## src/rtl/spi_flash_responder_pkg.sv

```systemverilog
// Shared opcodes and FSM state encoding
// for the SPI flash responder.
package spi_flash_pkg;

    localparam logic [7:0] CMD_READ = 8'h03;
    localparam logic [7:0] CMD_RDID = 8'h9F;
    localparam logic [7:0] CMD_RDSR = 8'h05;

    typedef enum logic [2:0] {
        IDLE,
        CMD,
        ADDR,
        DATA,
        ID,
        STAT,
        IGNORE
    } state_t;

endpackage

```

## src/rtl/spi_flash_responder_sync.sv

```systemverilog
// Brings SCK/CS_n/MOSI into the aclk domain and
// produces 1-cycle edge pulses aligned with the data.
module spi_in_sync (
    input  logic i_clk,
    input  logic i_rst,
    input  logic i_sck,
    input  logic i_cs_n,
    input  logic i_mosi,
    output logic o_sck_rise,
    output logic o_sck_fall,
    output logic o_cs_n,
    output logic o_cs_fall,
    output logic o_cs_rise,
    output logic o_mosi
);

    logic [1:0] r_sck_s;
    logic [1:0] r_cs_s;
    logic [1:0] r_mosi_s;
    logic       r_sck_h;
    logic       r_cs_h;
    logic       r_mosi;
    logic       r_sck_rise;
    logic       r_sck_fall;
    logic       r_cs_fall;
    logic       r_cs_rise;

    // Two-stage sync, then history stage and registered edge pulses.
    always_ff @(posedge i_clk) begin
        if (i_rst) begin
            r_sck_s    <= '0;
            r_cs_s     <= '0;
            r_mosi_s   <= '0;
            r_sck_h    <= 1'b0;
            r_cs_h     <= 1'b0;
            r_mosi     <= 1'b0;
            r_sck_rise <= 1'b0;
            r_sck_fall <= 1'b0;
            r_cs_fall  <= 1'b0;
            r_cs_rise  <= 1'b0;
        end else begin
            r_sck_s    <= {r_sck_s[0], i_sck};
            r_cs_s     <= {r_cs_s[0], i_cs_n};
            r_mosi_s   <= {r_mosi_s[0], i_mosi};
            r_sck_h    <= r_sck_s[1];
            r_cs_h     <= r_cs_s[1];
            r_mosi     <= r_mosi_s[1];
            r_sck_rise <= r_sck_s[1] & ~r_sck_h;
            r_sck_fall <= ~r_sck_s[1] & r_sck_h;
            r_cs_fall  <= ~r_cs_s[1] & r_cs_h;
            r_cs_rise  <= r_cs_s[1] & ~r_cs_h;
        end
    end

    assign o_sck_rise = r_sck_rise;
    assign o_sck_fall = r_sck_fall;
    assign o_cs_n     = r_cs_h;
    assign o_cs_fall  = r_cs_fall;
    assign o_cs_rise  = r_cs_rise;
    assign o_mosi     = r_mosi;

endmodule

```

## src/rtl/spi_flash_responder.sv

```systemverilog
// SPI mode-0 flash target: READ/RDID/RDSR decode,
// byte streaming from a memory port with 1-byte prefetch.
module spi_flash_responder
    import spi_flash_pkg::*;
#(
    parameter int          ADDR_W     = 24,
    parameter logic [23:0] JEDEC_ID   = 24'hEF4018,
    parameter logic [7:0]  STATUS_VAL = 8'h00
) (
    input  logic              aclk,
    input  logic              areset,
    input  logic              spi_sck,
    input  logic              spi_cs_n,
    input  logic              spi_mosi,
    output logic              spi_miso,
    output logic              spi_miso_oe,
    output logic              mem_req,
    output logic [ADDR_W-1:0] mem_addr,
    input  logic [7:0]        mem_rdata,
    input  logic              mem_rvalid,
    output logic [7:0]        last_cmd,
    output logic              err_underrun
);

    logic w_sck_rise;
    logic w_sck_fall;
    logic w_cs_n;
    logic w_cs_fall;
    logic w_cs_rise;
    logic w_mosi;

    spi_in_sync u_sync (
        .i_clk      (aclk),
        .i_rst      (areset),
        .i_sck      (spi_sck),
        .i_cs_n     (spi_cs_n),
        .i_mosi     (spi_mosi),
        .o_sck_rise (w_sck_rise),
        .o_sck_fall (w_sck_fall),
        .o_cs_n     (w_cs_n),
        .o_cs_fall  (w_cs_fall),
        .o_cs_rise  (w_cs_rise),
        .o_mosi     (w_mosi)
    );

    state_t            r_state;
    logic [4:0]        r_bit_cnt;
    logic [22:0]       r_rx;
    logic [7:0]        r_tx;
    logic              r_miso;
    logic              r_miso_oe;
    logic              r_mem_req;
    logic [ADDR_W-1:0] r_mem_addr;
    logic [ADDR_W-1:0] r_next_addr;
    logic [ADDR_W-1:0] r_want_addr;
    logic              r_want;
    logic              r_pend;
    logic              r_drop;
    logic [7:0]        r_pf_data;
    logic              r_pf_valid;
    logic [1:0]        r_id_idx;
    logic [7:0]        r_last_cmd;
    logic              r_err;

    logic [23:0]       w_rx_next;
    logic [ADDR_W-1:0] w_addr;
    logic              w_cs_hi;
    logic              w_rv_ok;
    logic              w_pf_hit;
    logic [7:0]        w_pf_byte;
    logic              w_free;
    logic              w_load;
    logic [7:0]        w_id_byte;
    logic [7:0]        w_src_byte;

    assign w_rx_next = {r_rx, w_mosi};
    assign w_addr    = w_rx_next[ADDR_W-1:0];
    assign w_cs_hi   = w_cs_n | w_cs_rise;
    // Data landing in the same cycle as the load still counts as in time.
    assign w_rv_ok   = mem_rvalid & r_pend & ~r_drop;
    assign w_pf_hit  = r_pf_valid | w_rv_ok;
    assign w_pf_byte = r_pf_valid ? r_pf_data : mem_rdata;
    assign w_free    = ~r_pend | mem_rvalid;
    assign w_load    = w_sck_fall & (r_bit_cnt == 5'd7);

    // Select the byte to be loaded into the tx shifter.
    always_comb begin
        w_id_byte = 8'h00;
        case (r_id_idx)
            2'd0:    w_id_byte = JEDEC_ID[23:16];
            2'd1:    w_id_byte = JEDEC_ID[15:8];
            2'd2:    w_id_byte = JEDEC_ID[7:0];
            default: w_id_byte = 8'h00;
        endcase
        w_src_byte = STATUS_VAL;
        if (r_state == DATA) begin
            w_src_byte = w_pf_hit ? w_pf_byte : 8'hFF;
        end else if (r_state == ID) begin
            w_src_byte = w_id_byte;
        end
    end

    // Command FSM, shifters, prefetch buffer and memory requests.
    always_ff @(posedge aclk) begin
        if (areset) begin
            r_state     <= IDLE;
            r_bit_cnt   <= '0;
            r_rx        <= '0;
            r_tx        <= '0;
            r_miso      <= 1'b0;
            r_miso_oe   <= 1'b0;
            r_mem_req   <= 1'b0;
            r_mem_addr  <= '0;
            r_next_addr <= '0;
            r_want_addr <= '0;
            r_want      <= 1'b0;
            r_pend      <= 1'b0;
            r_drop      <= 1'b0;
            r_pf_data   <= '0;
            r_pf_valid  <= 1'b0;
            r_id_idx    <= '0;
            r_last_cmd  <= '0;
            r_err       <= 1'b0;
        end else begin
            r_mem_req <= 1'b0;
            if (mem_rvalid && r_pend) begin
                r_pend <= 1'b0;
                r_drop <= 1'b0;
                if (!r_drop) begin
                    r_pf_data  <= mem_rdata;
                    r_pf_valid <= 1'b1;
                end
            end
            if (r_want && !r_pend && !w_cs_hi) begin
                r_mem_req  <= 1'b1;
                r_mem_addr <= r_want_addr;
                r_pend     <= 1'b1;
                r_want     <= 1'b0;
            end
            if (w_cs_hi) begin
                r_state    <= IDLE;
                r_miso     <= 1'b0;
                r_miso_oe  <= 1'b0;
                r_pf_valid <= 1'b0;
                r_want     <= 1'b0;
                if (r_pend && !mem_rvalid) r_drop <= 1'b1;
            end else begin
                case (r_state)
                    IDLE: begin
                        if (w_cs_fall) begin
                            r_state   <= CMD;
                            r_bit_cnt <= 5'd7;
                        end
                    end
                    CMD: begin
                        if (w_sck_rise) begin
                            r_rx      <= w_rx_next[22:0];
                            r_bit_cnt <= r_bit_cnt - 5'd1;
                            if (r_bit_cnt == 5'd0) begin
                                r_last_cmd <= w_rx_next[7:0];
                                r_id_idx   <= '0;
                                r_bit_cnt  <= 5'd7;
                                case (w_rx_next[7:0])
                                    CMD_READ: begin
                                        r_state   <= ADDR;
                                        r_bit_cnt <= 5'd23;
                                    end
                                    CMD_RDID: r_state <= ID;
                                    CMD_RDSR: r_state <= STAT;
                                    default:  r_state <= IGNORE;
                                endcase
                            end
                        end
                    end
                    ADDR: begin
                        if (w_sck_rise) begin
                            r_rx      <= w_rx_next[22:0];
                            r_bit_cnt <= r_bit_cnt - 5'd1;
                            if (r_bit_cnt == 5'd0) begin
                                r_mem_req   <= 1'b1;
                                r_mem_addr  <= w_addr;
                                r_pend      <= 1'b1;
                                r_drop      <= 1'b0;
                                r_next_addr <= w_addr + ADDR_W'(1);
                                r_bit_cnt   <= 5'd7;
                                r_state     <= DATA;
                            end
                        end
                    end
                    DATA, ID, STAT: begin
                        if (w_sck_fall) begin
                            r_miso_oe <= 1'b1;
                            r_bit_cnt <= (r_bit_cnt == 5'd0) ?
                                         5'd7 : r_bit_cnt - 5'd1;
                            if (w_load) begin
                                r_miso <= w_src_byte[7];
                                r_tx   <= {w_src_byte[6:0], 1'b0};
                            end else begin
                                r_miso <= r_tx[7];
                                r_tx   <= {r_tx[6:0], 1'b0};
                            end
                        end
                        if (w_load && r_state == ID && r_id_idx != 2'd3) begin
                            r_id_idx <= r_id_idx + 2'd1;
                        end
                        if (w_load && r_state == DATA) begin
                            r_pf_valid  <= 1'b0;
                            r_next_addr <= r_next_addr + ADDR_W'(1);
                            if (!w_pf_hit) begin
                                r_err <= 1'b1;
                                if (r_pend && !mem_rvalid) r_drop <= 1'b1;
                            end
                            if (w_free) begin
                                r_mem_req  <= 1'b1;
                                r_mem_addr <= r_next_addr;
                                r_pend     <= 1'b1;
                            end else begin
                                r_want      <= 1'b1;
                                r_want_addr <= r_next_addr;
                            end
                        end
                    end
                    IGNORE: r_miso_oe <= 1'b0;
                    default: r_state <= IDLE;
                endcase
            end
        end
    end

    assign spi_miso     = r_miso;
    assign spi_miso_oe  = r_miso_oe;
    assign mem_req      = r_mem_req;
    assign mem_addr     = r_mem_addr;
    assign last_cmd     = r_last_cmd;
    assign err_underrun = r_err;

endmodule
```

## config.mk

```make
export PLATFORM = sky130hd
export DESIGN_NAME = spi_flash_responder
export DESIGN_NICKNAME = d
export VERILOG_FILES = /design/src/rtl/spi_flash_responder_pkg.sv /design/src/rtl/spi_flash_responder_sync.sv /design/src/rtl/spi_flash_responder.sv
export SDC_FILE = /design/constraint.sdc
export NUM_CORES = 1
export LEC_CHECK = 0
export BUFFER_PORTS_ARGS = -buffer_cell sky130_fd_sc_hd__buf_4
export CORE_MARGIN = 4
export CORE_UTILIZATION = 63
export CTS_BUF_LIST = sky130_fd_sc_hd__clkbuf_8
export DETAILED_ROUTE_END_ITERATION = 7
export MAX_ROUTING_LAYER = met4
export PLACE_DENSITY_LB_ADDON = 0.2
export REMOVE_ABC_BUFFERS = 1
export SLEW_MARGIN = 40
export SYNTH_ARGS = -nofsm -noshare
export SYNTH_HDL_FRONTEND = slang
export SYNTH_SLANG_ARGS = --single-unit
```

## constraint.sdc

```tcl
create_clock -name aclk -period 3.7 [get_ports aclk]
set_clock_uncertainty 0.05 [all_clocks]
set_input_delay 0.37 -clock aclk [delete_from_list [all_inputs] [get_ports aclk]]
set_output_delay 0.37 -clock aclk [all_outputs]
set_load 0.02 [all_outputs]
```

After elaboration in Yosys (flattened, before gate mapping). Cells that the tools add are included.

Add/subtract/negate cells: 4. $mul: 0. Div/mod/pow operators: 0. $lt $le $gt $ge: 0. Equality and inequality tests: 21. Shifts and indexed selects: 0. Multiplexer cells: 70. Bitwise gates (word level): 20. Reduce and logical (&&, ||, !) cells: 33.

Operators by type and width (number): $mux 24 (9); $pmux 24 s2 (2); $add 24x1->24 const B (2); $mux 8 (5); $mux 5 (7); $mux 1 (30); $pmux 8 s3 (1); $pmux 5 s4 (1); $mux 3 (5); $pmux 3 s4 (1); $reduce_and 4->1 (3); $reduce_and 6->1 (2); $ne 2x2->1 const B (5); $not 1->1 (10); $reduce_and 5->1 (2); $eq 3x3->1 const B (3); $pmux 3 s3 (1); $eq 8x2->1 const B (1); $eq 8x3->1 const B (1); $eq 8x8->1 const B (1); $ne 2x1->1 const B (4); $pmux 1 s2 (4); $and 1x1->1 (7); $logic_and 1x1->1 (7); other kinds (21) (34).

Register bits: 150. Bits in latches: 0. Memory bits (writable): 0. Bits in read-only memories: 0. Bits of input ports: 14. Output and inout bits: 36. Memories: 0.

Longest topological paths before layout. Gate-level depths: netlist of the first run.

Word-level depth: 8. Gate-level depth with buffers: 15. Depth with buffers taken out: 10.

Cells and area by module. A second synthesis of the first run with hierarchy kept.

Cell total of the unflattened synthesis: 879. Area total of the unflattened synthesis: 7445.9 µm².

Modules (own cells, without submodules): spi_flash_responder (instances 1, cells an instance 852, area an instance 7066.8 µm², seq. area each 2722.6 µm²); spi_in_sync (instances 1, cells an instance 27, area an instance 379.1 µm², seq. area each 260.2 µm²).

Worst setup path before layout of the first run. No wires, ideal clock.

Kind: register to register. From: register r_state[2]. To: register r_next_addr[6]. Library setup time: 0.123 ns. Arrival: 3.144 ns. Data required time: 3.527 ns. Setup slack: 0.383 ns. Stages on the path, launching flop included: 16. Path buffers: 5. Cell sequence: dfxtp_1 > and3b_1 > buf_4 > nor2_2 > buf_2 > buf_2 > buf_2 > nand2_1 > nand2_1 > ha_1 > inv_1 > a2111oi_4 > buf_2 > a31oi_1 > a221oi_1 > nor2_1.

Longest elaborated chain between the ends: 4. Elaborated cells between the ends (all ways): 12. Those cells by class: 7 x eq/ne; 1 x mux; 4 x reduce/logical.

RTL lines: start, declared (RTL line spi_flash_responder.sv:46) `state_t r_state;`; start signal, assigned (RTL line spi_flash_responder.sv:106) `r_state <= IDLE;`; start signal, assigned (RTL line spi_flash_responder.sv:141) `r_state <= IDLE;`; start signal, assigned (RTL line spi_flash_responder.sv:151) `r_state <= CMD;`; $eq 3x2->1 / $eq 3x3->1 (equally long branches) (RTL line spi_flash_responder.sv:148, spi_flash_responder.sv:206); $reduce_or 3->1 / $logic_and 1x1->1 (equally long branches) (RTL line spi_flash_responder.sv:148, spi_flash_responder.sv:206); $ne 2x2->1 (no source line) / $reduce_bool 2->1 (equally long branches); $reduce_and 5->1 (no source line); end signal, assigned (RTL line spi_flash_responder.sv:184) `r_next_addr <= w_addr + ADDR_W'(1);`; end signal, assigned (RTL line spi_flash_responder.sv:208) `r_next_addr <= r_next_addr + ADDR_W'(1);`; end, declared (RTL line spi_flash_responder.sv:54) `logic [ADDR_W-1:0] r_next_addr;`.

Several ways; a longest one is shown, not always the timed one. A chain may end at the register's enable or synchronous reset.

Worst setup path in the final report of the first run.
From: register r_state[2]. To: register r_next_addr[12].

The elaborated chain is that of the path after synthesis.

==> results of run 1 <==
registers in the layout, summed over array words and instances (netlist names), 2 cells and up:
name             count
r_want_addr         24
r_id_idx             2
last_cmd             8
r_next_addr         24
r_bit_cnt            5
r_pf_data            8
r_tx                 7
mem_addr            24
u_sync.r_mosi_s      2
r_state              3
r_rx                23
u_sync.r_cs_s        2
u_sync.r_sck_s       2
worst min-delay path by stage:
stage                   startpoint  depth (start not counted)  slack, ps           endpoint
floorplan           u_sync.r_sck_h                          1        330  u_sync.o_sck_rise
global placement    u_sync.r_sck_h                          1        340  u_sync.o_sck_rise
finish                    spi_cs_n                          2         80   u_sync.r_cs_s[0]
detailed placement  u_sync.r_sck_h                          1        350  u_sync.o_sck_rise
global route              spi_cs_n                          2         60   u_sync.r_cs_s[0]
CTS                       spi_cs_n                          2         60   u_sync.r_cs_s[0]
worst max-delay path: cells and delay by family (launching register included):
kind                       cells  cell delay [ps]
and+or+nand+nor                5              980
AOI/OAI and AO/OA              2              700
DFF                            1              590
buffers and inverters          2              370
muxes                          1              280
adders and majority gates      1              230
power by group through the flow:
| stage | clock network (mW) | logic [mW] | registers (mW) |
|---|---|---|---|
| after floorplan | 0 | 0.0347 | 1.65 |
| after global placement | 0 | 0.0848 | 1.65 |
| after detailed placement | 0 | 0.0871 | 1.65 |
| after CTS | 1.31 | 0.0871 | 1.61 |
| after global routing | 1.38 | 0.0956 | 1.62 |
| final | 1.29 | 0.0889 | 1.61 |
layer usage:
layer,global-route usage [%],share of wire [%]
met3,6.17,8.0
met1,40.4,43
met4,15.4,3.5
met2,45.2,45
met5,-,0
cell type report:
class	instances	area (um^2)
Timing Repair Buffer	72	553
Multi-Input combinational cell	666	4160
Tap cell	143	179
Sequential cell	149	2980
Inverter	10	37.5
Clock buffer	20	275
Clock inverter	10	130
Fill cell	906	3250
cells in the final DEF (no fill, tap or decap), types with 12 or more instances in the layout:
| master | synthesis | routed |
|---|---|---|
| clkbuf_8 | 0 | 20 |
| nand4_1 | 21 | 21 |
| o22ai_1 | 25 | 25 |
| nand2_1 | 130 | 130 |
| nor2_1 | 77 | 77 |
| o2111ai_1 | 13 | 13 |
| dfxtp_1 | 149 | 149 |
| mux2i_1 | 70 | 70 |
| o21ai_0 | 33 | 33 |
| nor2b_1 | 15 | 15 |
| a22oi_1 | 27 | 27 |
| a211oi_1 | 14 | 14 |
| a21oi_1 | 61 | 61 |
| buf_4 | 4 | 71 |
| a31oi_1 | 14 | 14 |
| nor3_1 | 13 | 12 |
| nand3_1 | 29 | 29 |
cell families (layout without fill, tap and decap cells):
| logic type | count (synthesis) | count (layout) | share of synthesized area (%) |
|---|---|---|---|
| AND/OR/NAND/NOR | 345 | 345 | 22.1 |
| AO/OA/AOI/OAI | 231 | 231 | 20.8 |
| flip-flops | 149 | 149 | 39.7 |
| buffers and inverters | 90 | 112 | 5.14 |
| multiplexers | 78 | 78 | 10.5 |
| adder cells (fa/ha/maj) | 8 | 8 | 1.33 |
| XOR/XNOR | 4 | 4 | 0.466 |
metrics by stage:
step	hold WS (ps)	instances
CTS	55.5	1070
finish	81.0	1070
global route	64.6	1070
global placement	341	1040
detailed placement	354	1040
floorplan	333	825
==> insert_results.sql, run 1 <==
INSERT INTO impl_metrics (metric_group, metric, value, unit) VALUES
('status', 'status', 'completed', ''),
('power', 'internal_power', '2.34', 'mW'),
('clocking', 'numClockSinks', '149', ''),
('synthesis', 'synth_top_area_share', '39.7', '%'),
('routing', 'drtIter0Drc', '724', ''),
('sta', 'timing.final.ws_setup', '436', 'ps'),
('synthesis', 'post_synth.cell_area_avg', '8.31', 'um^2'),
('power', 'total_switching_power', '648', 'uW'),
('power', 'sw_frac_of_total', '21.6', '%'),
('die', 'design.core.area', '11600', 'um^2'),
('critical_path', 'critical_path_arrival', '3590', 'ps'),
('placement', 'post_dp_cell_area', '7910', 'um^2'),
('synthesis', 'netlist_top_cells_count', 'dfxtp_1 (149), nand2_1 (130), nor2_1 (77), mux2i_1 (70), a21oi_1 (61)', ''),
('placement', 'dpl.hpwl', '13.2', 'mm'),
('routing', 'drt.antenna.violating_nets', '0', ''),
('sta', 'maxSlewViolCount', '0', ''),
('synthesis', 'synth.ff_latch_count', '149', ''),
('power', 'ir_worst_vdd', '0.302', 'mV'),
('power', 'power.combinational.fraction', '3.0', '%'),
('synthesis', 'synth_sequential_area_ratio', '39.7', '%'),
('critical_path', 'worstSetupEndpointType', 'flip-flop', ''),
('die', 'initial_utilization', '65.0', '%'),
('clocking', 'clk_transition_reported_paths', '80', 'ps'),
('synthesis', 'post-synth-top-count-cell', 'dfxtp_1', ''),
('clocking', 'cts_made_buffers', '17', ''),
('power', 'seq_power_share', '54.0', '%'),
('clocking', 'clock_tree.htree_level_count', '4', ''),
('sta', 'rsz0062_at_grt', 'false', ''),
('final_layout', 'finish.instance_area', '8320', 'um^2'),
('critical_path', 'timing.critical_path.mode_cell', 'nand2_1', ''),
('final_layout', 'finish.utilization', '71.9', '%'),
('routing', 'route.detailed.vias_per_inst', '6.59', ''),
('synthesis', 'synth_warn', '0', ''),
('routing', 'drc_errors_left', '0', ''),
('critical_path', 'crit-reg2reg-capture', 'r_next_addr[12]', ''),
('critical_path', 'timing.reg2reg.setup_slack', '440', 'ps'),
('critical_path', 'r2r-start', 'r_state[2]', ''),
('sta', 'worst_pin_slew', '836', 'ps'),
('placement', 'buffer_ports.inserted', '49', ''),
('sta', 'max_freq', '0.306', 'GHz'),
('critical_path', 'slowest_delay', '590', 'ps'),
('clocking', 'cts.path.max_buffers', '2', ''),
('critical_path', 'critPathKind', 'flip-flop to flip-flop', ''),
('final_layout', 'finalNetCount', '938', ''),
('critical_path', 'cp.required', '4030', 'ps'),
('routing', 'wirelength', '20.1', 'mm'),
('global_routing', 'via_count_of_the_first_global_routing_pass', '6538', ''),
('sta', 'max_slew_margin', '44.1', '%'),
('placement', 'gp_congestion', '0.987', ''),
('die', 'std_cell_rows', '39', ''),
('synthesis', 'synth_area', '7520', 'um^2'),
('clocking', 'cts_tree', 'built', ''),
('critical_path', 'r2r_cells', '11', ''),
('routing', 'first_pass_iters', '5', ''),
('run', 'cap_violations', '0', ''),
('sta', 'timing.final.setup_violations', '0', ''),
('synthesis', 'synth_top_cell_by_area', 'dfxtp_1', ''),
('worst_hold_path', 'min_path_type', 'input pin to flip-flop', ''),
('critical_path', 'timing.critical_path.slowest_stage_cell', 'dfxtp_1', ''),
('final_layout', 'n_antenna_cell', '0', ''),
('global_routing', 'groute.usage.overall', '30.8', '%'),
('die', 'num_io_pins', '50', ''),
('placement', 'dp_worst_setup_slack', '519', 'ps'),
('final_layout', 'post_route_cells_drive_above_1_share', '13.4', '%'),
('synthesis', 'synth_enable_flop_cells', '0', ''),
('synthesis', 'async_set_or_reset_register_ratio_after_synthesis', '0', '%'),
('power', 'p_clk_share', '43.1', '%'),
('synthesis', 'yosys_most_used_dff', 'dfxtp_1', ''),
('global_routing', 'grt_first_pass_wirelength', '32.4', 'mm'),
('sta', 'report.final.hold_viol_count', '0', ''),
('critical_path', 'path_max_fanout', '15', '');
Note: power is estimated with default switching activity, not from simulation.
==> inputs of run 2 (changes only) <==
--- a/config.mk
+++ b/config.mk
@@ -11,7 +11,7 @@
 export CTS_BUF_LIST = sky130_fd_sc_hd__clkbuf_8
 export DETAILED_ROUTE_END_ITERATION = 7
 export MAX_ROUTING_LAYER = met4
-export PLACE_DENSITY_LB_ADDON = 0.2
+export PLACE_DENSITY = 0.82
 export REMOVE_ABC_BUFFERS = 1
 export SLEW_MARGIN = 40
 export SYNTH_ARGS = -nofsm -noshare
==> insert_results.sql, run 2 (synthesized netlist as in run 1, its figures left out) <==
INSERT INTO impl_metrics (metric_group, metric, value, unit) VALUES
('status', 'status', 'completed', ''),
('worst_hold_path', 'min_path_type', 'input pin to flip-flop', ''),
('placement', 'dp_worst_setup_slack', '727', 'ps'),
('critical_path', 'cp.required', '3990', 'ps'),
('placement', 'post_dp_cell_area', '7880', 'um^2'),
('power', 'power.static_leakage', '3.28', 'nW'),
('die', 'chipWidth', '117', 'um'),
('critical_path', 'path_max_fanout', '15', ''),
('global_routing', 'grt_first_pass_wirelength', '32.4', 'mm'),
('die', 'num_io_pins', '50', ''),
('routing', 'routed_wire_length_per_instance', '18.4', 'um'),
('sta', 'timing.final.ws_setup', '694', 'ps'),
('sta', 'max_freq', '0.333', 'GHz'),
('clocking', 'cts_tree', 'built', ''),
('routing', 'route.detailed.vias_per_inst', '6.58', ''),
('die', 'design.core.area', '11600', 'um^2'),
('clocking', 'clock_insertion_delay_worst_skew', '460', 'ps'),
('worst_hold_path', 'min_to', 'u_sync.r_mosi_s[0]', ''),
('placement', 'buffer_ports.inserted', '49', ''),
('sta', 'hold_ws', '72.4', 'ps'),
('global_routing', 'gr-total-overflow', '0', ''),
('routing', 'detailed_route_via_count', '7026', ''),
('clocking', 'clk_transition_reported_paths', '80', 'ps'),
('routing', 'drc_errors_left', '0', ''),
('power', 'seq_power_share', '54.8', '%'),
('routing', 'first_pass_iters', '6', ''),
('global_routing', 'groute.usage.overall', '30.6', '%'),
('sta', 'timing.final.setup_violations', '0', ''),
('critical_path', 'worst_setup_path_startpoint', 'r_state[1]', ''),
('sta', 'report.final.hold_viol_count', '0', ''),
('placement', 'gp_congestion', '0.905', ''),
('worst_hold_path', 'min_delay_path_depth', '2', ''),
('final_layout', 'leading_cell_type_in_the_layout_fill_and_taps_excluded', 'dfxtp_1', ''),
('power', 'p_clk_share', '42.4', '%'),
('sta', 'tns', '0', 'ps'),
('worst_hold_path', 'worstHoldStart', 'spi_mosi', ''),
('global_routing', 'pin_count_of_the_biggest_net_entering_global_routing', '75', ''),
('sta', 'worst_pin_slew', '808', 'ps'),
('critical_path', 'critPathKind', 'flip-flop to flip-flop', ''),
('clocking', 'cts_made_buffers', '17', ''),
('power', 'total_switching_power', '654', 'uW'),
('clocking', 'clock_tree.htree_level_count', '4', ''),
('sta', 'final.period_utilization', '81.2', '%'),
('global_routing', 'via_count_of_the_first_global_routing_pass', '6380', ''),
('sta', 'max_slew_margin', '46.1', '%'),
('clocking', 'numClockSinks', '149', ''),
('sta', 'maxSlewViolCount', '0', ''),
('final_layout', 'finish.instance_area', '8270', 'um^2'),
('clocking', 'cts.path.max_buffers', '2', ''),
('critical_path', 'r2r-start', 'r_state[1]', ''),
('run', 'cap_violations', '0', ''),
('critical_path', 'r2r_cells', '11', ''),
('critical_path', 'startpoint_type', 'flip-flop', ''),
('power', 'power_per_cell_area', '356', 'nW/um^2'),
('power', 'power.combinational.fraction', '2.9', '%'),
('clocking', 'post_cts_buffers', '0', ''),
('sta', 'rsz0062_at_grt', 'false', ''),
('routing', 'drtIter0Drc', '814', ''),
('critical_path', 'timing.reg2reg.setup_slack', '690', 'ps'),
('power', 'ir_worst_vdd', '0.239', 'mV'),
('final_layout', 'mostFrequentLayoutCells', 'dfxtp_1 (149), nand2_1 (128), nor2_1 (77)', ''),
('die', 'chipHeight', '117', 'um'),
('global_routing', 'number_of_antenna_violations_at_the_first_check_in_global_routing', '0', ''),
('routing', 'wirelength', '19.6', 'mm'),
('final_layout', 'finalNetCount', '935', ''),
('critical_path', 'crit-reg2reg-capture', 'r_next_addr[6]', ''),
('critical_path', 'worstSetupEndpointType', 'flip-flop', ''),
('power', 'internal_power', '2.29', 'mW'),
('clocking', 'cts_root_buf', 'clkbuf_8', ''),
('critical_path', 'critical_path_arrival', '3300', 'ps'),
('die', 'std_cell_rows', '39', ''),
('sta', 'final.min_clock_period', '3010', 'ps'),
('routing', 'drt.antenna.violating_nets', '0', ''),
('power', 'sw_frac_of_total', '22.2', '%'),
('die', 'die_area', '13800', 'um^2'),
('clocking', 'holdBufCountCts', '0', ''),
('die', 'initial_utilization', '65.0', '%'),
('final_layout', 'post_route_cells_drive_above_1_share', '13.2', '%'),
('final_layout', 'areaGrowthSynthToFinish', '10.0', '%'),
('placement', 'dpl.hpwl', '12.8', 'mm'),
('final_layout', 'n_antenna_cell', '0', ''),
('clocking', 'post_cts_resize_count', '0', '');
-- run 2: worst max-delay path by stage --
stage / endpoint / slack (ps)
6_report: r_next_addr[6] / 690
3_3_place_gp: r_next_addr[6] / 900
2_1_floorplan: r_next_addr[22] / -160
5_1_grt: r_next_addr[6] / 460
3_5_place_dp: r_next_addr[6] / 730
4_1_cts: r_next_addr[6] / 720
-- run 2: area by class of cell --
cell class | count | area (um^2)
inverter | 10 | 37.5
clock inverter | 9 | 104
multi-input combinational | 666 | 4160
timing repair buffer | 69 | 518
tap | 143 | 179
fill | 911 | 3290
sequential | 149 | 2980
clock buffer | 21 | 289
-- run 2: per-layer routing --
layer / track usage (%) / up-vias / share of wire (%) / wire [um]
li1: - / 3307 / - / -
met1: 40.7 / 3297 / 44 / 8580
met2: 45.8 / 363 / 45 / 8890
met3: 5.96 / 59 / 8.2 / 1610
met4: 12.5 / 0 / 2.7 / 527
met5: - / - / 0 / 0
-- run 2: power groups by stage --
stage          Sequential, mW  Combinational, mW  Clock [mW]
3_3_place_gp             1.65             0.0802           0
4_1_cts                  1.61             0.0833        1.27
6_report                 1.61             0.0840        1.25
5_1_grt                  1.62             0.0898        1.35
3_5_place_dp             1.65             0.0829           0
2_1_floorplan            1.65             0.0347           0
-- run 2: stage by stage --
stage | cells | total power [mW] | utilization [%]
6_report | 1067 | 2.95 | 71.5
5_1_grt | 1067 | 3.05 | 71.5
4_1_cts | 1067 | 2.97 | 71.5
3_5_place_dp | 1037 | 1.73 | 68.1
3_3_place_gp | 1037 | 1.73 | 68.1
2_1_floorplan | 825 | 1.69 | -
-- run 2: critical path, cell delays in order (launching register included) --
cell and delay (ps):
dfxtp_1 600, nand3b_1 160, nand2_1 260, nand2_1 90
nand2_1 90, ha_1 240, inv_1 100, a2111oi_4 550
buf_4 270, a31oi_1 100, a221oi_1 300, nor2_1 80
